File: src/rtl/wb_stage_pipe.sv
`timescale 1ns/1ps
`default_nettype none
// ============================================================================
//  Module      : wb_stage_pipe
//  Description : Registered writeback stage with RF write hold, PC redirect,
//                shadow squash and retire counting.
//  Revision    : 1.0 - initial release
// ============================================================================
module wb_stage_pipe #(
  parameter int DATA_W   = 16,
  parameter int NREGS    = 8,
  parameter int LINK_REG = 7,
  parameter int SHADOW   = 2,
  parameter int RET_W    = 32,
  localparam int AW      = (NREGS > 1) ? $clog2(NREGS) : 1
) (
  input  logic              clk,
  input  logic              reset,
  input  logic              in_valid,
  output logic              in_ready,
  input  logic [15:0]       in_ir,
  input  logic [DATA_W-1:0] in_alu,
  input  logic [DATA_W-1:0] in_mem,
  input  logic [DATA_W-1:0] in_pc_next,
  input  logic              in_z,
  input  logic              in_n,
  output logic              rf_we,
  output logic              rf_hi_only,
  output logic [AW-1:0]     rf_addr,
  output logic [DATA_W-1:0] rf_data,
  input  logic              rf_ack,
  output logic              pc_redirect,
  output logic [DATA_W-1:0] pc_target,
  output logic              squash_active,
  output logic [RET_W-1:0]  retire_count
);

  localparam int SW = (SHADOW > 0) ? $clog2(SHADOW + 1) : 1;

  localparam logic [3:0] OP_MV   = 4'd0;
  localparam logic [3:0] OP_ADD  = 4'd1;
  localparam logic [3:0] OP_SUB  = 4'd2;
  localparam logic [3:0] OP_LD   = 4'd4;
  localparam logic [3:0] OP_MVHI = 4'd6;
  localparam logic [3:0] OP_J    = 4'd8;
  localparam logic [3:0] OP_JZ   = 4'd9;
  localparam logic [3:0] OP_JN   = 4'd10;
  localparam logic [3:0] OP_CALL = 4'd12;

  logic              rf_we_q, rf_we_d;
  logic              rf_hi_q, rf_hi_d;
  logic [AW-1:0]     rf_addr_q, rf_addr_d;
  logic [DATA_W-1:0] rf_data_q, rf_data_d;
  logic              redir_q, redir_d;
  logic [DATA_W-1:0] target_q, target_d;
  logic [SW-1:0]     sq_q, sq_d;
  logic [RET_W-1:0]  retire_q, retire_d;

  logic              w_accept, w_squash, w_live;
  logic              w_wr, w_hi, w_taken;
  logic [AW-1:0]     w_waddr;
  logic [DATA_W-1:0] w_wdata;
  logic              w_unused_ir;

  // Immediate-form bit and the upper IR byte are consumed upstream only.
  assign w_unused_ir = ^{in_ir[15:8], in_ir[4]};

  assign in_ready = !reset && (!rf_we_q || rf_ack);
  assign w_accept = in_valid && in_ready;
  assign w_squash = w_accept && (sq_q != '0);
  assign w_live   = w_accept && (sq_q == '0);

  always_comb begin
    w_wr    = 1'b0;
    w_hi    = 1'b0;
    w_taken = 1'b0;
    w_waddr = AW'(in_ir[7:5]);
    w_wdata = in_alu;
    case (in_ir[3:0])
      OP_MV, OP_ADD, OP_SUB: w_wr = 1'b1;
      OP_LD: begin
        w_wr    = 1'b1;
        w_wdata = in_mem;
      end
      OP_MVHI: begin
        w_wr = 1'b1;
        w_hi = 1'b1;
      end
      OP_J:  w_taken = 1'b1;
      OP_JZ: w_taken = in_z;
      OP_JN: w_taken = in_n;
      OP_CALL: begin
        w_taken = 1'b1;
        w_wr    = 1'b1;
        w_waddr = AW'(LINK_REG);
        w_wdata = in_pc_next;
      end
      default: ;
    endcase
  end

  always_comb begin
    rf_we_d   = rf_we_q;
    rf_hi_d   = rf_hi_q;
    rf_addr_d = rf_addr_q;
    rf_data_d = rf_data_q;
    if (rf_we_q && rf_ack) begin
      rf_we_d = 1'b0;
    end
    // A new write may land in the same cycle the previous one is acknowledged.
    if (w_live && w_wr) begin
      rf_we_d   = 1'b1;
      rf_hi_d   = w_hi;
      rf_addr_d = w_waddr;
      rf_data_d = w_wdata;
    end

    redir_d  = w_live && w_taken;
    target_d = (w_live && w_taken) ? in_alu : target_q;

    sq_d = sq_q;
    if (w_live && w_taken) begin
      sq_d = SW'(SHADOW);
    end else if (w_squash) begin
      sq_d = sq_q - SW'(1);
    end

    retire_d = w_live ? (retire_q + RET_W'(1)) : retire_q;
  end

  always_ff @(posedge clk) begin
    if (reset) begin
      rf_we_q   <= 1'b0;
      rf_hi_q   <= 1'b0;
      rf_addr_q <= '0;
      rf_data_q <= '0;
      redir_q   <= 1'b0;
      target_q  <= '0;
      sq_q      <= '0;
      retire_q  <= '0;
    end else begin
      rf_we_q   <= rf_we_d;
      rf_hi_q   <= rf_hi_d;
      rf_addr_q <= rf_addr_d;
      rf_data_q <= rf_data_d;
      redir_q   <= redir_d;
      target_q  <= target_d;
      sq_q      <= sq_d;
      retire_q  <= retire_d;
    end
  end

  assign rf_we         = rf_we_q;
  assign rf_hi_only    = rf_hi_q;
  assign rf_addr       = rf_addr_q;
  assign rf_data       = rf_data_q;
  assign pc_redirect   = redir_q;
  assign pc_target     = target_q;
  assign squash_active = (sq_q != '0);
  assign retire_count  = retire_q;

endmodule
`default_nettype wire

File: config.mk
export PLATFORM = sky130hd
export DESIGN_NAME = wb_stage_pipe
export DESIGN_NICKNAME = d
export VERILOG_FILES = /design/src/rtl/wb_stage_pipe.sv
export SDC_FILE = /design/constraint.sdc
export NUM_CORES = 1
export LEC_CHECK = 0
export CORE_MARGIN = 2
export CORE_UTILIZATION = 47
export CTS_CLUSTER_DIAMETER = 120
export DETAILED_ROUTE_END_ITERATION = 7
export PLACE_DENSITY = 0.85
export SLEW_MARGIN = 5
export SYNTH_ARGS = -nofsm -noshare
export SYNTH_HDL_FRONTEND = slang
export SYNTH_SLANG_ARGS = --single-unit
export TNS_END_PERCENT = 5
File: constraint.sdc
create_clock -name clk -period 4.5 [get_ports clk]
set_input_delay 1.125 -clock clk [delete_from_list [all_inputs] [get_ports clk]]
set_output_delay 1.125 -clock clk [all_outputs]
set_load 0.03 [all_outputs]
Word-level counts from Yosys, hierarchy flattened:

Index checks and enable logic that the tools add are counted.

* bits in registers: 72
* input bits: 70

* add/subtract/negate cells: 2
* equality and inequality tests: 8
* muxes and demuxes: 9
* reduce and logical (&&, ||, !) cells: 18

Operators by type and width (count)
* adder 32 x 1 -> 32 bit, second input constant: 1
* case mux 16 bit (2 select lines): 1
* equality test 4 bit, second input constant: 4
* equality test 4 x 3 -> 1 bit, second input constant: 2
* logical AND 1 bit: 7
* nonzero test 2 bit: 3
* OR reduction 6 bit: 1
* equality test 4 x 1 -> 1 bit, second input constant: 1
* equality test 4 x 2 -> 1 bit, second input constant: 1
* zero test 4 bit: 1
* two-way mux 1 bit: 4
* two-way mux 2 bit: 2
* OR reduction 2 bit: 2
* two-way mux 3 bit: 1
* case mux 1 bit (3 select lines): 1
* zero test 1 bit: 2
* zero test 2 bit: 1
* subtractor 2 x 1 -> 2 bit, second input constant: 1
* logical OR 1 bit: 1

Longest topological paths before layout:

Gate-level depths: netlist of the first run.

* depth in word-level cells: 7
* gate-level depth with buffers: 8
* mapped depth without buffers: 7

Worst setup path before layout of the first run:

Ideal clock, no wire load.

* path type: input-to-output
* start: input port reset
* end: output port in_ready
* data arrival time: 1943 ps
* data required time: 3375 ps
* path slack: 1432 ps
* stages: 3
* path through: clkbuf_1 -> buf_1 -> nor2_1

* cells in the longest elaborated chain, start to end: 2

RTL lines
* from (decl): line 18 `input logic reset,`
* zero test 1 bit: line 68 `assign in_ready = !reset && (!rf_we_q || rf_ack);`
* logical AND 1 bit: line 68
* to (decl): line 20 `output logic in_ready,`

No other way between the ends.

Worst setup path after layout of the first run:

* start: input port rf_ack
* end: output port in_ready

* cells in the longest elaborated chain, start to end: 2

RTL lines
* from (decl): line 31 `input logic rf_ack,`
* logical OR 1 bit: line 68
* logical AND 1 bit: line 68

No other way between the ends.

==> impl_results.md, run 1 <==
- Number of nets produced by synthesis: 474
- CTS H-tree lvls: 3
- Post-synth EDFFs: 0
- Port bufs: 132
- Core area: 0.00729 mm²
- CTS tree: yes
- Crit path DAT: 2.60 ns
- Power, Total: 1.49 mW
- Total CTS buffers: 9
- Clk slew on worst S/H paths: 0.08 ns
- Post-synthesis async set-or-reset flop share: 0
- Top-area cell type share of the netlist area: 0.404
- Non-filler instance count after layout: 623
- Crit path max fanout: 7
- Final Hold Vio Count: 0
- # diodes: 0
- Cell type contributing the most total cell area after synthesis: dfxtp_1
- Proportion of power drawn by the clock network: 0.404
- Run status: completed
- Worst max-slew margin expressed relative to the limit: 0.298
- Placer's final routability congestion estimate: 0.819
- Post-route clock skew: 0.00923 ns
- Share of total power consumed by net switching: 0.249
- FF/Latch Area: 0.00144 mm²
- Total via count after detailed routing: 3,479
- FF-to-FF setup slack: 2.24 ns
- Count of nets left with antenna violations after detail routing: 0
- Max Cap Viol: 0
- Pwr per Cell Area: 289 mW/mm²
- Synthesized area per cell: 8.86 µm²
- Width of the die: 91.1 µm
- Via count of the first global-routing pass: 3,463
- Static power due to leakage: 1.82 nW
- Highest-count cells in the layout ignoring fill and taps: clkdlybuf4s50_1 (131), dfxtp_1 (72), a21oi_1 (38)
- Period utilization: 0.829
- Number of instances in the synthesized netlist: 402
- Final net count: 591
- Ranking of synthesized cells by area: dfxtp_1 (40%), mux2_2 (9.8%), a21oi_1 (5.3%), nor2b_1 (5.3%), mux2i_1 (4.5%)
- Seq/Total Area, Yosys: 0.404
- Post-DR wirelength/cell: 16.0 µm
- Count of buffers added by post-CTS timing repair for setup: 0
- Antenna violations before repair: 0
- Number of placement rows: 31
- Accumulated negative setup slack: 0 ns
- Worst endpoint required time: 3.38 ns
- Number of synthesized register bits: 72
- Total routing resource utilization after global routing: 0.241
- Internal power contribution: 1.12 mW
- Starting DRC count in detailed routing: 107
- Clk_lat worst skew: 0.35 ns
- Share of total power in sequential cells: 0.444
- Area delta synth->final: 44.7%
- Number of design rule violations left after detail routing: 0
- Net switching power figure: 372 µW
- Total wire length: 9990 µm
- Hold bufs inserted after CTS: 0
- Transition time at the pin with the least slew margin: 1.05 ns
- Clk Tree Root Cell: clkbuf_8
- Number of detailed-route iterations in the first pass: 6
- Fmax: 268 MHz
- Area of the die: 0.00829 mm²
- Worst supply voltage drop on vdd: 0.221 mV
- WHS: 0.484 ns
- Die extent in y: 91.1 µm
- Most frequent standard cell in the layout excluding fill and tap cells: clkdlybuf4s50_1
- Hpwl dp: 7180 µm
- Count of cells resized by post-cts repair: 0
- Critical Path End Type: primary output
- Total of fill cells in the finished design: 583
- Largest net degree at the start of global routing: 73
- Setup crit start kind: input port
- Wire length of the first global-routing pass: 16,200 µm
- IO Count: 142
- CP Class: input port to primary output
- Synth Flop Type: dfxtp_1
- Remaining global-route overflow: 0
- Initial core utilization: 0.489
- Average via count per standard cell: 5.58
- Clock tree sinks: 72
- Path class of the lowest-slack min-delay path: register to register
- Dpl cells: 607
- Netlist area before placement: 0.00356 mm²
- Final critical-path required period: 3.73 ns
- Proportion of layout cells with a drive suffix above 1: 0.118
- Distinct cells, synth: 40
- Number of setup violations in the final report: 0
- Slew Limit Fails: 0
- Unrepaired setup endpoints after global routing: false
- Area of combinational cells with multiple inputs: 0.00197 mm²
- Comb pwr share: 0.151
- Syn. warnings: 0
- Max Buffers Root-to-Sink: 2
[synth_stat cells (8+ instances only)]
cell type	instances
o31ai_1	9
nor2b_1	30
mux2_2	31
or4_1	8
o2111ai_1	16
o21ai_0	21
inv_1	8
mux2i_1	16
nand2_1	27
nand4_1	8
a21oi_1	38
nor2_1	23
clkbuf_1	22
nor3_1	11
dfxtp_1	72
nand3_1	11
[cell families after synthesis]
group                      after synthesis  share of synthesized area
xor gates and xnor gates                 7                     0.0172
DFF                                     72                      0.404
and+or+nand+nor                        146                      0.228
AOI/OAI and AO/OA                       90                      0.155
adders and majority gates                2                    0.00702
buffers and inverters                   38                     0.0449
muxes                                   47                      0.143
[stage by stage]
step / utilization / worst slack (ns) / area, µm²
after floorplan: - / 1.43 / 3560
after global placement: 0.674 / 0.758 / 4910
after detailed placement: 0.674 / 0.755 / 4910
after CTS: 0.707 / 0.748 / 5150
after global routing: 0.707 / 0.692 / 5150
final: 0.707 / 0.771 / 5150
[path summary, 6_finish.rpt]
path | start | end | depth (start not counted)
min | rf_data[12] | rf_data[12] | 2
max | rf_ack | in_ready | 4
min reg2reg | rf_data[12] | rf_data[12] | 2
max reg2reg | sq_q[0] | pc_target[7] | 7
[flip-flops by register name, indices dropped and copies added (netlist names)]
signal,flops
rf_hi_only,1
rf_addr,3
pc_target,16
retire_count,32
sq_q,2
rf_data,16
rf_we,1
pc_redirect,1
[routing by layer]
metal	global-route usage	wire, µm
met1	0.263	3840
met4	0.101	223
met5	0	0
met2	0.427	5070
met3	0.0780	860
[power groups by stage]
stage / logic, mW / clock network [mW] / registers [mW]
after floorplan: 0.0850 / 0 / 0.705
after global placement: 0.221 / 0 / 0.676
after detailed placement: 0.224 / 0 / 0.677
after CTS: 0.226 / 0.610 / 0.662
after global routing: 0.241 / 0.638 / 0.664
final: 0.225 / 0.602 / 0.662
[critical path: stages]
cell,delay (ns)
clkdlybuf4s50_1,0.42
nor2b_1,0.39
nor2_1,0.07
clkdlybuf4s50_1,0.60
[layout make-up]
class,count,area share
flip-flops and latches,72,0.280
well taps,99,0.0240
clock inverters,4,0.0146
repair buffers,136,0.261
inverters,8,0.00583
clock buffers,12,0.0320
multi-input cells,292,0.383
(Power assumes the default switching activity.)
==> run 2: changes to the inputs <==
- CORE_UTILIZATION: 47 -> 44
- PLACE_DENSITY: 0.85 -> 0.8
- clock period: 4.5 -> 3.5 ns (I/O delays scaled with it)
==> impl_results.md, run 2 (synthesis results as in run 1) <==
- Run status: completed
- Crit path DAT: 2.39 ns (-0.21 ns)
- Transition time at the pin with the least slew margin: 1.06 ns (+0.0104 ns)
- Number of design rule violations left after detail routing: 0 (unchanged)
- Area of the die: 0.00883 mm² (+6.5%)
- Worst setup slack after layout: 0.232 ns (-0.540 ns)
- Share of total power consumed by net switching: 0.244 (-0.00538)
- Critical Path End Type: primary output
- Count of cells resized by post-cts repair: 0 (unchanged)
- Share of total power in sequential cells: 0.430 (-0.014)
- Net switching power figure: 483 µW (+30%)
- Max Cap Viol: 0 (unchanged)
- Worst supply voltage drop on vdd: 0.222 mV (+0.65%)
- Hpwl dp: 6820 µm (-5.0%)
- Placer's final routability congestion estimate: 0.791 (-3.5%)
- Proportion of layout cells with a drive suffix above 1: 0.121 (+0.00312)
- # diodes: 0 (unchanged)
- CTS H-tree lvls: 3 (unchanged)
- Proportion of power drawn by the clock network: 0.423 (+0.019)
- Final critical-path required period: 3.27 ns
- Worst max-slew margin expressed relative to the limit: 0.291 (-0.00692)
- Power, Total: 1.98 mW (+33%)
- Average via count per standard cell: 5.53 (-0.95%)
- Highest-count cells in the layout ignoring fill and taps: clkdlybuf4s50_1 (131), dfxtp_1 (72), a21oi_1 (38)
- IO Count: 142 (unchanged)
- Count of buffers added by post-CTS timing repair for setup: 0 (unchanged)
- Clk Tree Root Cell: clkbuf_8
- Clk_lat worst skew: 0.35 ns (about the same)
- Total via count after detailed routing: 3,479 (unchanged)
- Hold bufs inserted after CTS: 0 (unchanged)
- Fmax: 306 MHz
- Path class of the lowest-slack min-delay path: register to register
- Period utilization: 0.934
- Clk slew on worst S/H paths: 0.07 ns (about the same)
- Worst endpoint required time: 2.62 ns (-0.76 ns)
- Area delta synth->final: 45.8%
- Total CTS buffers: 9 (unchanged)
- Total wire length: 9780 µm (-2.2%)
- Max Buffers Root-to-Sink: 2 (unchanged)
- Core area: 0.00777 mm² (+6.5%)
- CTS tree: yes
- Pre-CTS setup slack: 0.258 ns (-0.496 ns)
- Die extent in y: 94.0 µm (+3.2%)
- Number of setup violations in the final report: 0 (unchanged)
- Count of nets left with antenna violations after detail routing: 0 (unchanged)
- Width of the die: 94.0 µm (+3.2%)
- Remaining global-route overflow: 0 (unchanged)
- Starting DRC count in detailed routing: 118 (+10%)
- Unrepaired setup endpoints after global routing: false
- CP Class: input port to primary output
- Internal power contribution: 1.50 mW (+34%)
- Most frequent standard cell in the layout excluding fill and tap cells: clkdlybuf4s50_1
- Via count of the first global-routing pass: 3,371 (-2.7%)
- Total routing resource utilization after global routing: 0.231 (-0.00976)
- Largest net degree at the start of global routing: 74 (+1.4%)
- Accumulated negative setup slack: 0 ns (unchanged)
- Non-filler instance count after layout: 629 (+0.96%)
- Antenna violations before repair: 0 (unchanged)
- Wire length of the first global-routing pass: 16,100 µm (-0.64%)
- Final Hold Vio Count: 0 (unchanged)
- Initial core utilization: 0.459 (-0.0299)
- Final net count: 594 (+0.51%)
- Number of placement rows: 32 (+3.2%)
- Clock tree sinks: 72 (unchanged)
- Static power due to leakage: 1.84 nW (+1.5%)
- Crit path max fanout: 7 (unchanged)
- Post-route clock skew: 0.0104 ns (+0.00114 ns)
- Port bufs: 132 (unchanged)
- Pwr per Cell Area: 381 mW/mm² (+32%)
- Dpl cells: 613 (+0.99%)
- Flip-flop count of the largest register after layout: 32 (unchanged)
- Setup crit start kind: input port
- WHS: 0.484 ns (-0.000558 ns)
- Number of detailed-route iterations in the first pass: 4 (-2)
- Post-DR wirelength/cell: 15.5 µm (-3.1%)
- Comb pwr share: 0.148 (-0.003)
- Slew Limit Fails: 0 (unchanged)
run 2: final timing paths:
path              startpoint          endpoint  slack, ns  cells after the start
hold reg to reg   rf_data[5]        rf_data[5]       0.48                      2
setup reg to reg     sq_q[0]  retire_count[27]       1.24                      6
setup / recovery      rf_ack          in_ready       0.23                      4
hold / removal    rf_data[5]        rf_data[5]       0.48                      2
run 2: metal layers:
metal,part of all wire,vias up,GRT usage
li1,-,1707,-
met1,0.41,1640,0.264
met2,0.50,121,0.396
met3,0.082,11,0.0827
met4,0.012,0,0.0833
met5,0,-,0
run 2: layout make-up:
cell class | count | area (µm²)
timing repair buffer | 139 | 1370
sequential | 72 | 1440
clock inverter | 4 | 98.8
inverter | 8 | 30.0
fill | 649 | 2570
tap | 102 | 128
multi-input combinational | 292 | 1970
clock buffer | 12 | 155
run 2: critical path: stages:
cell	delay (ns)
clkdlybuf4s50_1	0.41
nor2b_1	0.43
nor2_1	0.07
clkdlybuf4s50_1	0.61
run 2: metrics by stage:
| step | cell area (µm²) | util |
|---|---|---|
| 3_3_place_gp | 4940 | 0.636 |
| 4_1_cts | 5190 | 0.669 |
| 2_1_floorplan | 3560 | - |
| 6_report | 5190 | 0.669 |
| 3_5_place_dp | 4940 | 0.636 |
| 5_1_grt | 5190 | 0.669 |
run 2: power groups by stage:
stage,Combinational (mW),Clock (mW),Sequential [mW]
finish,0.292,0.837,0.851
global route,0.316,0.888,0.853
CTS,0.294,0.856,0.851
detailed placement,0.292,0,0.870
global placement,0.288,0,0.869
floorplan,0.109,0,0.906
==> run 3: changes to the inputs <==
- PLACE_DENSITY: 0.8 -> 0.81
==> impl_results.md, run 3 (synthesis results as in run 1) <==
- Final net count: 596 (+0.34%)
- Setup crit start kind: input port
- Number of design rule violations left after detail routing: 0 (unchanged)
- Total CTS buffers: 9 (unchanged)
- Worst supply voltage drop on vdd: 0.204 mV (-8.3%)
- Flip-flop count of the largest register after layout: 32 (unchanged)
- Fmax: 308 MHz (+0.70%)
- Total non-filler cell area in the finished layout: 0.00516 mm² (-0.75%)
- Max Cap Viol: 0 (unchanged)
- Placer's final routability congestion estimate: 0.793 (+0.28%)
- Count of cells resized by post-cts repair: 0 (unchanged)
- Count of buffers added by post-CTS timing repair for setup: 0 (unchanged)
- CTS H-tree lvls: 3 (unchanged)
- Clock tree sinks: 72 (unchanged)
- Critical Path End Type: primary output
- CP Class: input port to primary output
- Average via count per standard cell: 5.48 (-0.95%)
- Total of fill cells in the finished design: 661 (+1.8%)
- Final Hold Vio Count: 0 (unchanged)
- Share of total power consumed by net switching: 0.260 (+0.0163)
- Path class of the lowest-slack min-delay path: register to register
- Dpl cells: 615 (+0.33%)
- IO Count: 142 (unchanged)
- FF-to-FF setup slack: 1.23 ns (about the same)
- Core area: 0.00777 mm² (unchanged)
- Post-route clock skew: 0.00878 ns (-0.00159 ns)
- Non-filler instance count after layout: 631 (+0.32%)
- Largest net degree at the start of global routing: 50 (-32%)
- Port bufs: 132 (unchanged)
- Width of the die: 94.0 µm (unchanged)
- Net switching power figure: 474 µW (-1.8%)
- Clk slew on worst S/H paths: 0.07 ns (about the same)
- Highest-count cells in the layout ignoring fill and taps: clkdlybuf4s50_1 (131), dfxtp_1 (72), a21oi_1 (38)
- Area of the die: 0.00883 mm² (unchanged)
- Initial core utilization: 0.459 (unchanged)
- Hold bufs inserted after CTS: 0 (unchanged)
- Area delta synth->final: 44.7%
- Comb pwr share: 0.160 (+0.012)
- Clk Tree Root Cell: clkbuf_8
- CTS tree: yes
- Crit path launch: rf_ack
- Reg-to-reg startpoint: sq_q[0]
- Proportion of power drawn by the clock network: 0.373 (-0.050)
- Worst Setup EP: in_ready
- Worst max-slew margin expressed relative to the limit: 0.272 (-0.0196)
- Pwr per Cell Area: 353 mW/mm² (-7.3%)
- Share of total power in sequential cells: 0.467 (+0.037)
- Final critical-path required period: 3.25 ns (-0.0229 ns)
- Internal power contribution: 1.35 mW (-9.9%)
- Most frequent standard cell in the layout excluding fill and tap cells: clkdlybuf4s50_1
- Wire length of the first global-routing pass: 15,800 µm (-1.5%)
- Crit path max fanout: 7 (unchanged)
- Unrepaired setup endpoints after global routing: false
- Number of setup violations in the final report: 0 (unchanged)
- R2R Path End: retire_count[27]
- Proportion of layout cells with a drive suffix above 1: 0.125 (+0.00332)
- Post-DR wirelength/cell: 15.3 µm (-1.6%)
- Antenna violations before repair: 0 (unchanged)
- Static power due to leakage: 1.83 nW (-1.0%)
- Starting DRC count in detailed routing: 116 (-1.7%)
- FF/Latch Area: 0.00144 mm² (unchanged)
- Crit path DAT: 2.37 ns (-0.02 ns)
- Total routing resource utilization after global routing: 0.227 (-0.00370)
- Total via count after detailed routing: 3,457 (-0.63%)
- Worst endpoint required time: 2.62 ns (about the same)
- # diodes: 0 (unchanged)
- Count of nets left with antenna violations after detail routing: 0 (unchanged)
- Remaining global-route overflow: 0 (unchanged)
- Area of combinational cells with multiple inputs: 0.00197 mm² (-0.32%)
- Max Buffers Root-to-Sink: 2 (unchanged)
- Hpwl dp: 6970 µm (+2.2%)
- Accumulated negative setup slack: 0 ns (unchanged)
- Count of cells along the worst register-to-register path: 6 (unchanged)
- Via count of the first global-routing pass: 3,295 (-2.3%)
- Die extent in y: 94.0 µm (unchanged)
- Run status: completed
- Slew Limit Fails: 0 (unchanged)
- Transition time at the pin with the least slew margin: 1.09 ns (+0.0293 ns)
- Number of detailed-route iterations in the first pass: 4 (unchanged)
- Number of placement rows: 32 (unchanged)
- Clk_lat worst skew: 0.33 ns (-0.02 ns)
- Placement-stage cell area: 0.00495 mm² (+0.18%)
- Total wire length: 9660 µm (-1.2%)
- Period utilization: 0.927 (-0.00653)
-- run 3: cell types whose count changed in the layout (fill, tap and decap cells not counted) --
cell	change
inv_6	-1
buf_4	+2
o22ai_1	+1
clkinvlp_4	+2
o22ai_2	-1
clkbuf_1	-1
bufinv_16	-2
clkinv_2	+2
-- run 3: power by group through the flow --
stage | logic [mW] | registers (mW) | clock network, mW
detailed placement | 0.293 | 0.870 | 0
CTS | 0.294 | 0.850 | 0.697
global placement | 0.289 | 0.869 | 0
global route | 0.316 | 0.853 | 0.736
floorplan | 0.109 | 0.906 | 0
finish | 0.292 | 0.850 | 0.680
-- run 3: area by class of cell --
class                      instances  share of cell area
multi-input combinational        292               0.381
clock inverter                     5              0.0107
tap                              102              0.0248
inverter                           8             0.00582
sequential                        72               0.280
clock buffer                      11              0.0294
timing repair buffer             141               0.268
-- run 3: worst max-delay path, stage by stage --
cell and delay (ns):
clkdlybuf4s50_1 0.41, nor2b_1 0.40, nor2_1 0.08, clkdlybuf4s50_1 0.61
-- run 3: worst min-delay path by stage --
stage / depth (start not counted) / endpoint / slack (ns) / start
after floorplan: 2 / sq_q[0] / 0.51 / sq_q[0]
after global placement: 2 / rf_data[14] / 0.46 / rf_data[14]
after detailed placement: 2 / rf_data[8] / 0.47 / rf_data[8]
after CTS: 2 / rf_data[8] / 0.48 / rf_data[8]
after global routing: 2 / rf_data[5] / 0.51 / rf_data[5]
final: 2 / rf_data[14] / 0.48 / rf_data[14]
-- run 3: routing by layer --
metal  share of wire  vias up  wire, µm  GRT usage
met3           0.096        6       927     0.0843
met2            0.48      127      4650      0.377
met5               0        -         0          0
met1            0.41     1604      3980      0.271
li1                -     1720         -          -
met4          0.0098        0        95     0.0761
-- run 3: metrics by stage --
step	setup WS, ns	util	hold slack (ns)	power, mW
2_1_floorplan	0.932	-	0.514	1.02
3_3_place_gp	0.253	0.637	0.460	1.16
3_5_place_dp	0.249	0.637	0.471	1.16
4_1_cts	0.245	0.664	0.483	1.84
5_1_grt	0.163	0.664	0.509	1.91
6_report	0.255	0.664	0.483	1.82
